## config.mk

```make
export PLATFORM = sky130hd
export DESIGN_NAME = hazard_stall_ctrl
export DESIGN_NICKNAME = d
export VERILOG_FILES = /design/src/rtl/hazard_stall_ctrl.sv
export SDC_FILE = /design/constraint.sdc
export NUM_CORES = 1
export LEC_CHECK = 0
export ABC_AREA = 1
export BUFFER_PORTS_ARGS = -buffer_cell sky130_fd_sc_hd__buf_2
export CAP_MARGIN = 20
export CELL_PAD_IN_SITES_DETAIL_PLACEMENT = 1
export CELL_PAD_IN_SITES_GLOBAL_PLACEMENT = 2
export CORE_AREA = 2 2 86 88
export DETAILED_ROUTE_END_ITERATION = 8
export DIE_AREA = 0 0 88 90
export GPL_TIMING_DRIVEN = 0
export HOLD_SLACK_MARGIN = 0.1
export PLACE_DENSITY = 0.84
export SLEW_MARGIN = 5
export SYNTH_ARGS = -nofsm -noshare
export SYNTH_HDL_FRONTEND = slang
export SYNTH_SLANG_ARGS = --single-unit
```

## constraint.sdc

```tcl
create_clock -name CLK -period 1.87 [get_ports CLK]
set_clock_uncertainty 0.2 [all_clocks]
set_input_delay 0.2805 -clock CLK [delete_from_list [all_inputs] [get_ports CLK]]
set_output_delay 0.2805 -clock CLK [all_outputs]
set_load 0.03 [all_outputs]
```

## src/rtl/hazard_stall_ctrl.sv

```systemverilog
// rtl/hazard_stall_ctrl.sv - load-use, branch-operand and mult/div stall controller
// Drives the ID/EX bubble and front-end hold from the ID and EX instruction words.
module hazard_stall_ctrl #(
  parameter int MULT_LAT = 4,
  parameter int DIV_LAT  = 16,
  parameter int CNT_W    = 5
) (
  input  logic        CLK,
  input  logic        RST,
  input  logic [31:0] IF_ID_Instr,
  input  logic [31:0] ID_EX_Instr,
  output logic        Stall_en,
  output logic        PC_en,
  output logic        IF_ID_en,
  output logic        MD_busy,
  output logic [2:0]  Stall_cause
);

  typedef enum logic [2:0] {
    CAUSE_NONE    = 3'd0,
    CAUSE_LOAD    = 3'd1,
    CAUSE_BR_ALU  = 3'd2,
    CAUSE_BR_LOAD = 3'd3,
    CAUSE_MD      = 3'd4
  } cause_e;

  logic [5:0] ex_op, ex_fn, id_op, id_fn;
  logic [4:0] ex_rt, ex_rd, id_rs, id_rt;

  assign ex_op = ID_EX_Instr[31:26];
  assign ex_rt = ID_EX_Instr[20:16];
  assign ex_rd = ID_EX_Instr[15:11];
  assign ex_fn = ID_EX_Instr[5:0];
  assign id_op = IF_ID_Instr[31:26];
  assign id_rs = IF_ID_Instr[25:21];
  assign id_rt = IF_ID_Instr[20:16];
  assign id_fn = IF_ID_Instr[5:0];

  logic unused_ok;
  assign unused_ok = ^{ID_EX_Instr[25:21], ID_EX_Instr[10:6], IF_ID_Instr[15:6]};

  logic ex_rtype, ex_load, ex_alu, ex_md;
  logic [4:0] ex_alu_dest;
  logic id_rtype, id_use_rs, id_use_rt, id_branch, id_md, id_hilo;

  always_comb begin
    ex_rtype = (ex_op == 6'h00);
    ex_load  = (ex_op == 6'h20) || (ex_op == 6'h21) || (ex_op == 6'h23) ||
               (ex_op == 6'h24) || (ex_op == 6'h25);
    ex_md    = ex_rtype && (ex_fn[5:2] == 4'b0110);
    ex_alu   = (ex_rtype && (ex_fn != 6'h08) && !ex_md) || (ex_op[5:3] == 3'b001);
    ex_alu_dest = ex_rtype ? ex_rd : ex_rt;

    id_rtype  = (id_op == 6'h00);
    id_use_rs = !((id_op == 6'h0F) || (id_op == 6'h02) || (id_op == 6'h03) ||
                  (id_rtype && ((id_fn == 6'h00) || (id_fn == 6'h02) || (id_fn == 6'h03))));
    id_use_rt = id_rtype || (id_op == 6'h04) || (id_op == 6'h05) ||
                (id_op == 6'h28) || (id_op == 6'h29) || (id_op == 6'h2B);
    id_branch = (id_op == 6'h04) || (id_op == 6'h05) || (id_rtype && (id_fn == 6'h08));
    id_md     = id_rtype && (id_fn[5:2] == 4'b0110);
    id_hilo   = id_rtype && ((id_fn == 6'h10) || (id_fn == 6'h12));
  end

  function automatic logic src_match(input logic [4:0] dest, input logic [4:0] rs,
                                     input logic [4:0] rt, input logic use_rs,
                                     input logic use_rt);
    return (dest != 5'd0) && ((use_rs && (rs == dest)) || (use_rt && (rt == dest)));
  endfunction

  logic [CNT_W-1:0] cnt_q, cnt_d;
  logic br_wait_q, br_wait_d;
  logic load_use, br_alu, md_haz;

  assign MD_busy  = (cnt_q != '0) || ex_md;
  assign load_use = ex_load && src_match(ex_rt, id_rs, id_rt, id_use_rs, id_use_rt);
  assign br_alu   = id_branch && ex_alu &&
                    src_match(ex_alu_dest, id_rs, id_rt, id_use_rs, id_use_rt);
  assign md_haz   = (id_md || id_hilo) && MD_busy;

  // A branch behind a load needs the loaded value one stage later than ALU results.
  assign br_wait_d = id_branch && load_use;

  always_comb begin
    Stall_cause = CAUSE_NONE;
    if (br_wait_q)     Stall_cause = CAUSE_BR_LOAD;
    else if (md_haz)   Stall_cause = CAUSE_MD;
    else if (load_use) Stall_cause = CAUSE_LOAD;
    else if (br_alu)   Stall_cause = CAUSE_BR_ALU;
  end

  assign Stall_en = br_wait_q || md_haz || load_use || br_alu;
  assign PC_en    = !Stall_en;
  assign IF_ID_en = !Stall_en;

  always_comb begin
    cnt_d = cnt_q;
    if (ex_md)
      cnt_d = ex_fn[1] ? CNT_W'(DIV_LAT) : CNT_W'(MULT_LAT);
    else if (cnt_q != '0)
      cnt_d = cnt_q - 1'b1;
  end

  always_ff @(posedge CLK) begin
    if (RST) begin
      cnt_q     <= '0;
      br_wait_q <= 1'b0;
    end else begin
      cnt_q     <= cnt_d;
      br_wait_q <= br_wait_d;
    end
  end

endmodule

```

; ---- Word level (Yosys, flattened, before mapping)
; Index checks and enable logic that the tools add are counted.
[totals]
regBits = 6
elab_cells = 90
[classes]
add_sub_neg = 1
n_eq_ne = 26
n_mux = 8
reduce_logical = 53
[ops]
columns = operator, count
row1 = == test 6 bit (second input constant), 8
row2 = logical OR 1 bit, 25
row3 = == test 6 x 2 -> 1 bit (second input constant), 4
row4 = == test 5 bit, 4
row5 = two-way mux 5 bit, 4
row6 = logical AND 1 bit, 18
row7 = logical NOT 6 bit, 3
row8 = nonzero test 5 bit, 3
row9 = == test 6 x 3 -> 1 bit (second input constant), 2
row10 = == test 6 x 4 -> 1 bit (second input constant), 2
row11 = == test 6 x 5 -> 1 bit (second input constant), 2
row12 = == test 4 x 3 -> 1 bit (second input constant), 2
row13 = two-way mux 3 bit, 2
row14 = inequality test 6 x 4 -> 1 bit (second input constant), 1
row15 = subtractor 5 x 1 -> 5 bit (second input constant), 1
row16 = two-way mux 2 bit, 2
row17 = == test 3 x 1 -> 1 bit (second input constant), 1
row18 = logical NOT 1 bit, 3
row19 = nonzero test 2 bit, 1

; ---- Depth between registers and ports, before layout
; Gate-level depths: netlist (run 1).
[depth]
word_depth = 14
ltp_mapped = 12
ltp_nobuf = 12

; ---- Least setup slack after synthesis (run 1)
; No wires, ideal clock.
[synth_timing]
path_kind = register -> output
startpoint = register cnt_q[0]
endpoint = output PC_en
arrival_ps = 2067
setup_slack_ps = -678
stages_incl_launch_ff = 12
path_cell_list = dfxtp_1 inv_1 ha_1 nand2_1 nor2_1 inv_1 nor2_1 inv_2 nand2_1 nand3_1 a21oi_1 buf_4
[synth_via]
elab_chain_cells = 7
[synth_lines]
columns = element, line
row1 = start: declaration, 70  ; logic [CNT_W-1:0] cnt_q, cnt_d;
row2 = start signal: assignment, 108  ; cnt_q <= cnt_d;
row3 = nonzero test 5 bit, 74  ; assign MD_busy = (cnt_q != '0) || ex_md;
row4 = logical OR 1 bit, 74
row5 = net MD_busy, 15  ; output logic MD_busy,
row6 = logical AND 1 bit, 78  ; assign md_haz = (id_md || id_hilo) && MD_busy;
row7 = logical OR 1 bit (3 in series), 91  ; assign Stall_en = br_wait_q || md_haz || load_use || br_alu;
row8 = logical NOT 1 bit, n/a
row9 = end: declaration, 13  ; output logic PC_en,
; The timed path passes the listed nets, and every way through them passes these cells.

; ---- Worst setup path in the final report (run 1)
[layout_timing]
startpoint = input ID_EX_Instr[31]
endpoint = output PC_en
[layout_via]
elab_chain_cells = 9
word_cells_on_any_way = 33
cone_classes = eq/ne (8) / mux (1) / reduce/logical (24)
[layout_lines]
columns = element, line
row1 = start: declaration, 11  ; input logic [31:0] ID_EX_Instr,
row2 = logical NOT 6 bit / == test 6 bit (equally long branches), "47, 48"
row3 = two-way mux 5 bit (tied with other cells), 52  ; ex_alu_dest = ex_rtype ? ex_rd : ex_rt;
row4 = == test 5 bit (tied with other cells), 67  ; return (dest != 5'd0) && ((use_rs && (rs == dest)) || (use_rt && (rt == dest)));
row5 = logical AND 1 bit (tied with other cells), 67
row6 = "logical OR 1 bit, on equally long branches", "67, 49, 51"
row7 = "logical AND 1 bit, on equally long branches", "67, 75, 76"
row8 = logical AND 1 bit / logical OR 1 bit (equally long branches), "76, 91"
row9 = logical OR 1 bit *, 91
row10 = logical NOT 1 bit *, 92  ; assign PC_en = !Stall_en;
; Every way passes the cells marked *; elsewhere a longest branch is shown, timed or not.

==> results of run 1 <==
==> routing by layer <==
metal  share of wire  GRT usage  up-vias
met1            0.43      0.137      748
met2            0.53      0.223       36
met4               0    0.00385        0
li1                -          -      842
met5               0          0        -
met3           0.043     0.0230        0
==> power by group through the flow <==
stage / Clock (uW) / Sequential, uW / Combinational, uW
after global routing: 198 / 217 / 883
after floorplan: 0 / 198 / 398
after global placement: 0 / 204 / 533
final: 190 / 212 / 782
after CTS: 197 / 209 / 769
after detailed placement: 0 / 206 / 557
==> worst max-delay path, cell delays in order <==
cell	delay [ns]
buf_6	0.10
nor2_4	0.17
buf_6	0.13
nand3_4	0.13
buf_6	0.16
buf_4	0.13
nor2_4	0.11
nor2_2	0.04
inv_2	0.08
nand2_4	0.07
nand3_2	0.12
a21oi_4	0.05
buf_6	0.12
buf_6	0.12
==> area by class of cell <==
type,count,area share
flip-flops and latches,6,0.0614
repair buffers,78,0.281
clock buffers,3,0.0207
plain buffers,1,0.00564
inverters,37,0.0708
well taps,99,0.0620
multi-input cells,168,0.499
==> repair_timing <==
action / CTS / global route
gates cloned: 1 / 0
pin swaps: 18 / 18
setup endpoints to repair: 7 / 7
setup buffers: 21 / 8
hold buffers: 0 / 0
resized for setup: 39 / 25
==> final timing paths <==
kind | from | end | slack [ns]
worst max-delay path | ID_EX_Instr[31] | PC_en | -0.42
worst min-delay path | RST | br_wait_q | 0.15
worst max register to register | cnt_q[0] | cnt_q[3] | 0.33
worst min register to register | cnt_q[0] | cnt_q[0] | 0.28
==> per-stage QoR <==
stage                     cells  instance area, um^2  power (uW)
final                       392                 2000        1180
after global routing        392                 2000        1300
after CTS                   386                 1870        1180
after detailed placement    362                 1540         762
after global placement      362                 1540         737
after floorplan             211                 1160         596
==> cells by family after synthesis <==
group | count (synthesis)
xor+xnor | 8
buf+inv | 38
simple gates | 140
compound gates | 17
flops | 6
fa+ha+maj | 2
==> cells in the mapped netlist (all sizes together) <==
cell     n
nand4   10
a311oi   1
buf      1
a21oi    8
xor2     1
inv     37
dfxtp    6
o211ai   2
a31oi    1
or2      2
xnor2    7
nand2   63
nor4     2
nand3   24
o21ai    5
ha       2
nor2    35
nand3b   4
==> flip-flops by register name (all words and copies together) (netlist names) <==
signal and count:
br_wait_q 1, cnt_q 5
==> results.py, run 1 <==
metrics = {
    "power_and_ir_drop": {
        "ir_drop_mv": 0.632,
        "p_seq_frac": 0.179,
        "p_switching_uw": 483,
        "p_comb_frac": 0.660,
        "p_int_uw": 701,
        "switching_share": 0.408,
        "p_leak_uw": 0.00102,
        "p_clk_frac": 0.160,
        "powerDensity_nw_per_um2": 592,
    },
    "cells_and_area": {
        "syn_to_final_growth_pct": 81.7,
        "regArea_um2": 123,
        "multi_input_area_um2": 997,
        "final_cell_mix": "nand2_1, buf_2, inv_1",
        "nets": 363,
        "layout_commonest_cell": "nand2_1",
        "drive_gt1_frac": 0.444,
        "fillers": 919,
        "utilization": 0.285,
        "n_antenna_cell": 0,
    },
    "timing": {
        "setup-violations-final": 7,
        "fmax_mhz": 436,
        "fin_crit_sh": 1.23,
        "period_minus_slack_ns": 2.29,
        "hold_viol": 0,
        "worst_slack_ns": -0.421,
        "final.setup.tns_ns": -2.38,
        "slew_headroom": 0.685,
        "maxSlewViolCount": 0,
        "tightest_slew_ns": 0.468,
        "rsz0062_at_grt": "true",
        "hold_slack_ns": 0.146,
    },
    "clock_network": {
        "clock_path_buffers": 2,
        "clock_sinks": 6,
        "clk_pin_slew_ns": 0.04,
        "clk_latency_ns": 0.22,
        "root_buffer": "clkbuf_8",
        "cts_tree": "done",
        "h-tree-depth": 1,
        "tritoncts.num_buffers": 3,
    },
    "critical_path": {
        "cp-start-kind": "input port",
        "required_ns": 1.39,
        "worstPathArrival_ns": 1.81,
        "critical_path_class": "in2out",
        "cp-end-kind": "output port",
        "worstPathMaxFanout": 6,
        "reg2regPathDepth": 9,
    },
    "global_route": {
        "grt_pass1_wl_mm": 7.47,
        "grt_usage": 0.116,
        "antenna_found_initial": 0,
        "overflow": 0,
        "grt_pass1_vias": 1689,
        "grt_max_degree": 8,
    },
    "die": {
        "start_util": 0.157,
        "die_area_um2": 7920,
        "die_x_um": 88,
        "core_um2": 7020,
        "boundaryPins": 73,
        "die_y_um": 90,
        "rows": 31,
    },
    "logic_synthesis": {
        "synthAdderAreaFrac": 0.0228,
        "yosys_register_bits": 6,
        "avgSynthCellArea_um2": 5.21,
        "synthMuxAreaShare": 0,
        "ys.warnings.count": 0,
        "yosys.area.top_type": "nand2_1",
        "yosysSeqAreaShare": 0.109,
        "synthTopCellsByArea": "nand2_1, inv_1, dfxtp_1, nor2_1, nand3_1",
        "synth_top_family_by_area": "simple AND/OR/NAND/NOR gates",
        "synthSimpleGateAreaFrac": 0.585,
        "yosysUniqueCellTypes": 23,
        "synth_top_area_frac": 0.215,
        "synthCells": 211,
        "synthXorXnorAreaFrac": 0.0637,
        "netlist_area_um2": 1100,
        "synth_compound_area_frac": 0.0865,
        "synth_nets": 279,
    },
    "place": {
        "io_buffers": 52,
        "pre_cts_ws_ns": -0.560,
        "place.gp.congestion": 0.779,
        "dp_hpwl_mm": 3.67,
    },
    "routing": {
        "dr.pass1.iters": 4,
        "dr.first_iter.drc_count": 32,
        "drc_errors": 0,
        "detail-route-antenna-nets": 0,
        "num_vias": 1626,
        "viasPerCell": 4.15,
        "wire_per_inst_um": 12.3,
        "wirelength_mm": 4.81,
    },
    "worst_hold_path": {
        "hold_depth": 4,
        "hp-class": "in2reg",
    },
    "run_status": {
        "violations": "setup timing",
        "status": "finished, violations left",
    },
    "job": {
        "cap_violations": 0,
    },
}
No activity file was read; power rests on OpenSTA's default activity.
==> inputs of run 2 (changes only) <==
Settings changed: CORE_AREA 2 2 86 88 to 2 2 82 84, DIE_AREA 0 0 88 90 to 0 0 84 86, PLACE_DENSITY 0.84 to 0.88, SLEW_MARGIN 5 to unset.
Clock period 1.87 ns to 2.15 ns, I/O delays scaled along.
==> run 2 against run 1 <==
  * The run still ends with setup timing left
  * Die area fell by 8.8%
  * Non-clock buffer count fell by 10
  * Routed wire length shrank 7.2%
  * Clock-buffer cell count stayed put
  * Clock power is 13% lower
  * Highest routed layer is now met4
==> results.py, run 2 (same netlist as run 1, synthesis figures left out) <==
metrics = {
    "timing": {
        "fin_crit_sh": 1.08,
        "fmax_mhz": 431,
        "rsz0062_at_grt": "true",
        "period_minus_slack_ns": 2.32,
        "hold_viol": 0,
        "worst_slack_ns": -0.170,
        "maxSlewViolCount": 0,
        "setup-violations-final": 5,
        "slew_headroom": 0.672,
        "tightest_slew_ns": 0.487,
    },
    "routing": {
        "dr.first_iter.drc_count": 26,
        "wirelength_mm": 4.46,
        "viasPerCell": 4.36,
        "wire_per_inst_um": 12.4,
        "num_vias": 1568,
        "dr.pass1.iters": 4,
        "drc_errors": 0,
        "detail-route-antenna-nets": 0,
    },
    "power_and_ir_drop": {
        "p_comb_frac": 0.633,
        "p_clk_frac": 0.179,
        "p_leak_uw": 0.000957,
        "powerDensity_nw_per_um2": 499,
        "p_seq_frac": 0.188,
        "p_int_uw": 532,
        "p_switching_uw": 391,
        "ir_drop_mv": 0.573,
        "switching_share": 0.424,
    },
    "die": {
        "die_area_um2": 7220,
        "start_util": 0.175,
        "boundaryPins": 73,
        "core_um2": 6280,
        "die_y_um": 86,
        "die_x_um": 84,
        "rows": 29,
    },
    "global_route": {
        "grt_usage": 0.118,
        "grt_max_degree": 7,
        "antenna_found_initial": 0,
        "grt_pass1_wl_mm": 7.15,
        "grt_pass1_vias": 1636,
        "overflow": 0,
    },
    "clock_network": {
        "clock_sinks": 6,
        "root_buffer": "clkbuf_8",
        "postCtsHoldBufs": 0,
        "cts_tree": "done",
        "h-tree-depth": 1,
        "tritoncts.num_buffers": 3,
        "clock_path_buffers": 2,
        "clk_pin_slew_ns": 0.04,
        "clk_latency_ns": 0.22,
    },
    "critical_path": {
        "worstPathArrival_ns": 1.80,
        "max_stage_delay_ns": 0.32,
        "cp_slowest_cell": "dfxtp_1",
        "required_ns": 1.63,
        "critical_path_class": "reg2out",
        "cp-end-kind": "output port",
        "crit_path_frequent_cell": "inv_2",
        "worstPathCellList": "inv_2 > ha_1 > nand2_1 > nor2_2 > inv_2 > nor2_4 > inv_2 > nand2_4 > nand3_2 > a21oi_4 > buf_6 > buf_6",
        "r2r_slack_ns": 0.53,
        "cp-start-kind": "flip-flop",
        "worstPathMaxFanout": 3,
    },
    "cells_and_area": {
        "largest_register_ffs": 5,
        "regMostFlops": "cnt_q",
        "reg_top3": "cnt_q: 5 flops, br_wait_q: 1 flops",
        "nets": 353,
        "finalInstanceArea_um2": 1850,
        "drive_gt1_frac": 0.399,
        "fillers": 819,
        "final_cell_mix": "nand2_1, buf_2, inv_1",
        "layout_commonest_cell": "nand2_1",
        "n_antenna_cell": 0,
        "syn_to_final_growth_pct": 68.3,
        "utilization": 0.295,
    },
    "place": {
        "place_area_um2": 1480,
        "io_buffers": 52,
        "dp_hpwl_mm": 3.56,
        "place.gp.congestion": 0.767,
        "pre_cts_ws_ns": -0.373,
    },
    "job": {
        "cap_violations": 0,
    },
    "run_status": {
        "violations": "setup timing",
        "status": "finished, violations left",
    },
    "worst_hold_path": {
        "hp-class": "in2reg",
    },
}
## run 2: worst paths after layout
path,from,cells after the start,endpoint
max reg2reg,cnt_q[1],8,cnt_q[1]
min reg2reg,cnt_q[0],2,cnt_q[0]
max,cnt_q[1],12,PC_en
min,RST,4,br_wait_q
## run 2: power groups by stage
stage | Combinational (uW) | Sequential, uW | Clock, uW
after floorplan | 307 | 168 | 0
after global placement | 428 | 172 | 0
after detailed placement | 443 | 174 | 0
after CTS | 504 | 172 | 170
after global routing | 659 | 177 | 176
final | 585 | 173 | 165
## run 2: stage by stage
stage	hold slack [ns]	cells	power [uW]	TNS, ns
floorplan	0.249	211	475	0
global placement	0.258	340	600	-1.24
detailed placement	0.264	340	617	-1.39
CTS	0.179	355	846	-0.753
global route	0.204	360	1010	-1.27
finish	0.189	360	923	-0.598
## run 2: worst max-delay path, delay by kind of cell (launching register included)
family                     cells  cell delay, ns
buffers and inverters          5            0.43
DFF                            1            0.32
and+or+nand+nor                5            0.51
AOI/OAI and AO/OA              1            0.16
adders and majority gates      1            0.14
## run 2: final cells by class
type / count / area [um^2] / share of cell area
Buffer: 1 / 11.3 / 0.00609
Sequential cell: 6 / 120 / 0.0649
Clock buffer: 3 / 41.3 / 0.0223
Tap cell: 77 / 96.3 / 0.0521
Timing Repair Buffer: 68 / 468 / 0.253
Multi-Input combinational cell: 168 / 975 / 0.527
Inverter: 37 / 139 / 0.0751
## run 2: repair_timing
action / 4_1_cts / 5_1_grt
setup endpoints to repair: 6 / 6
hold endpoints to repair: 0 / 0
pin swaps: 18 / 17
resized for setup: 24 / 38
cloned: 1 / 0
buffers inserted: 11 / 5
## run 2: layer usage
layer | track usage | part of all wire | up-vias
met1 | 0.146 | 0.43 | 714
met4 | 0.0132 | 0.0056 | 0
met5 | 0 | 0 | -
li1 | - | - | 820
met3 | 0.00962 | 0.037 | 2
met2 | 0.229 | 0.53 | 32
==> inputs of run 3 (changes only) <==
Settings changed: CELL_PAD_IN_SITES_DETAIL_PLACEMENT 1 to 0, CELL_PAD_IN_SITES_GLOBAL_PLACEMENT 2 to 1, CORE_AREA 2 2 82 84 to 2 2 70 72, DIE_AREA 0 0 84 86 to 0 0 72 74.
==> run 3 against run 2 <==
  * The flow still finishes with violations (setup timing)
  * Critical path depth grew 1
  * Utilization grew 7.9 points
  * Sequential share of layout area rose by 0.50 points
  * Routed wire length down 23%
  * First-iteration DRC count up 7.7%
  * Cell area decreased by 7.2%
  * Largest cell class unchanged
==> results.py, run 3 (same netlist as run 1, synthesis figures left out) <==
metrics = {
    "global_route": {
        "grt_usage": 0.129,
        "grt_max_degree": 7,
        "grt_pass1_vias": 1405,
        "grt_pass1_wl_mm": 5.61,
        "antenna_found_initial": 0,
        "overflow": 0,
    },
    "cells_and_area": {
        "utilization": 0.374,
        "nets": 346,
        "instances_no_fill": 330,
        "final_cell_mix": "nand2_1, buf_2, inv_1",
        "n_antenna_cell": 0,
        "drive_gt1_frac": 0.366,
        "reg_top3": "cnt_q: 5 flops, br_wait_q: 1 flops",
        "largest_register_ffs": 5,
        "regMostFlops": "cnt_q",
        "layout_commonest_cell": "nand2_1",
        "syn_to_final_growth_pct": 56.2,
        "finalInstanceArea_um2": 1720,
        "fillers": 514,
    },
    "die": {
        "start_util": 0.239,
        "boundaryPins": 73,
        "die_area_um2": 5330,
        "core_um2": 4600,
        "rows": 25,
        "die_y_um": 74,
        "die_x_um": 72,
    },
    "power_and_ir_drop": {
        "powerDensity_nw_per_um2": 498,
        "p_switching_uw": 355,
        "switching_share": 0.415,
        "p_leak_uw": 0.000913,
        "p_clk_frac": 0.196,
        "p_int_uw": 501,
        "p_comb_frac": 0.599,
        "ir_drop_mv": 0.623,
        "p_seq_frac": 0.204,
    },
    "timing": {
        "maxSlewViolCount": 0,
        "fin_crit_sh": 1.05,
        "setup-violations-final": 4,
        "hold_slack_ns": 0.169,
        "hold_viol": 0,
        "rsz0062_at_grt": "true",
        "worst_slack_ns": -0.104,
        "tightest_slew_ns": 0.348,
        "period_minus_slack_ns": 2.25,
        "slew_headroom": 0.766,
        "fmax_mhz": 444,
    },
    "place": {
        "io_buffers": 52,
        "pre_cts_ws_ns": -0.309,
        "dp_hpwl_mm": 2.78,
        "dpl.cell_count": 317,
        "place.gp.congestion": 0.818,
        "place_area_um2": 1450,
    },
    "critical_path": {
        "worstPathMaxFanout": 6,
        "cp-start-kind": "input port",
        "required_ns": 1.63,
        "critical_path_class": "in2out",
        "path_buf_inv": 3,
        "cp_slowest_cell": "nor2_4",
        "worstPathArrival_ns": 1.73,
        "path_delay_family": "simple AND/OR/NAND/NOR gates",
        "max_stage_delay_ns": 0.22,
        "crit_path_frequent_cell": "buf_6",
        "cp-end-kind": "output port",
        "r2r_slack_ns": 0.67,
        "worstPathCellList": "buf_6 > nor2_4 > nand3_4 > nand2_4 > nand2_2 > nand2_1 > nand2_1 > nor2_2 > nand3_2 > nand2_2 > a21oi_4 > buf_6 > buf_6",
    },
    "clock_network": {
        "clock_path_buffers": 2,
        "cts_tree": "done",
        "root_buffer": "clkbuf_8",
        "clk_pin_slew_ns": 0.04,
        "clock_sinks": 6,
        "h-tree-depth": 1,
        "clk_latency_ns": 0.22,
        "postCtsHoldBufs": 0,
        "tritoncts.num_buffers": 3,
    },
    "run_status": {
        "violations": "setup timing",
        "status": "finished, violations left",
    },
    "worst_hold_path": {
        "hp-class": "in2reg",
    },
    "routing": {
        "drc_errors": 0,
        "dr.first_iter.drc_count": 28,
        "detail-route-antenna-nets": 0,
        "viasPerCell": 4.59,
        "wirelength_mm": 3.43,
        "dr.pass1.iters": 4,
        "num_vias": 1516,
        "wire_per_inst_um": 10.4,
    },
    "job": {
        "cap_violations": 0,
    },
}
-- run 3: cell count changes in the layout (fill, tap and decap cells not counted), sizes merged --
cell and delta:
buf -7
-- run 3: final cells by class --
cell class                      instances  area [um^2]  share of cell area
Multi-Input combinational cell        168          943               0.549
Timing Repair Buffer                   61          395               0.230
Inverter                               37          139              0.0808
Sequential cell                         6          120              0.0699
Tap cell                               54         67.6              0.0393
Clock buffer                            3         41.3              0.0240
Buffer                                  1         11.3             0.00655
-- run 3: final timing paths --
kind                                      start        end  cells past startpoint
worst min register to register         cnt_q[0]   cnt_q[0]                      2
worst min-delay path                        RST  br_wait_q                      4
worst max register to register         cnt_q[1]   cnt_q[1]                      7
worst max-delay path            ID_EX_Instr[31]      PC_en                     13
-- run 3: worst register-to-register path, delay by kind of cell, from the launching register on --
family / cells / cell delay, ns
AO/OA/AOI/OAI: 1 / 0.11
flip-flops: 1 / 0.33
buffers and inverters: 2 / 0.19
adder cells (fa/ha/maj): 1 / 0.18
AND/OR/NAND/NOR: 3 / 0.39
-- run 3: power groups by stage --
stage	Combinational (uW)	Clock (uW)	Sequential, uW
after floorplan	307	0	168
after global placement	415	0	173
after detailed placement	421	0	172
after CTS	494	174	173
after global routing	589	178	179
final	513	168	175
-- run 3: metrics by stage --
step,power [uW],TNS [ns]
final,856,-0.324
after global routing,946,-1.01
after CTS,841,-0.370
after detailed placement,593,-1.15
after global placement,588,-1.02
after floorplan,475,0
-- run 3: timing repair --
item	in CTS	in global routing
gates cloned	1	0
pin swaps	19	9
resized for setup	40	6
buffers inserted	8	1
setup endpoints to repair	6	6
-- run 3: layer usage --
| layer | vias up | wire [um] | global-route usage |
|---|---|---|---|
| li1 | 806 | - | - |
| met1 | 672 | 1480 | 0.152 |
| met2 | 35 | 1720 | 0.248 |
| met3 | 3 | 203 | 0.0244 |
| met4 | 0 | 13 | 0.0210 |
| met5 | - | 0 | 0 |
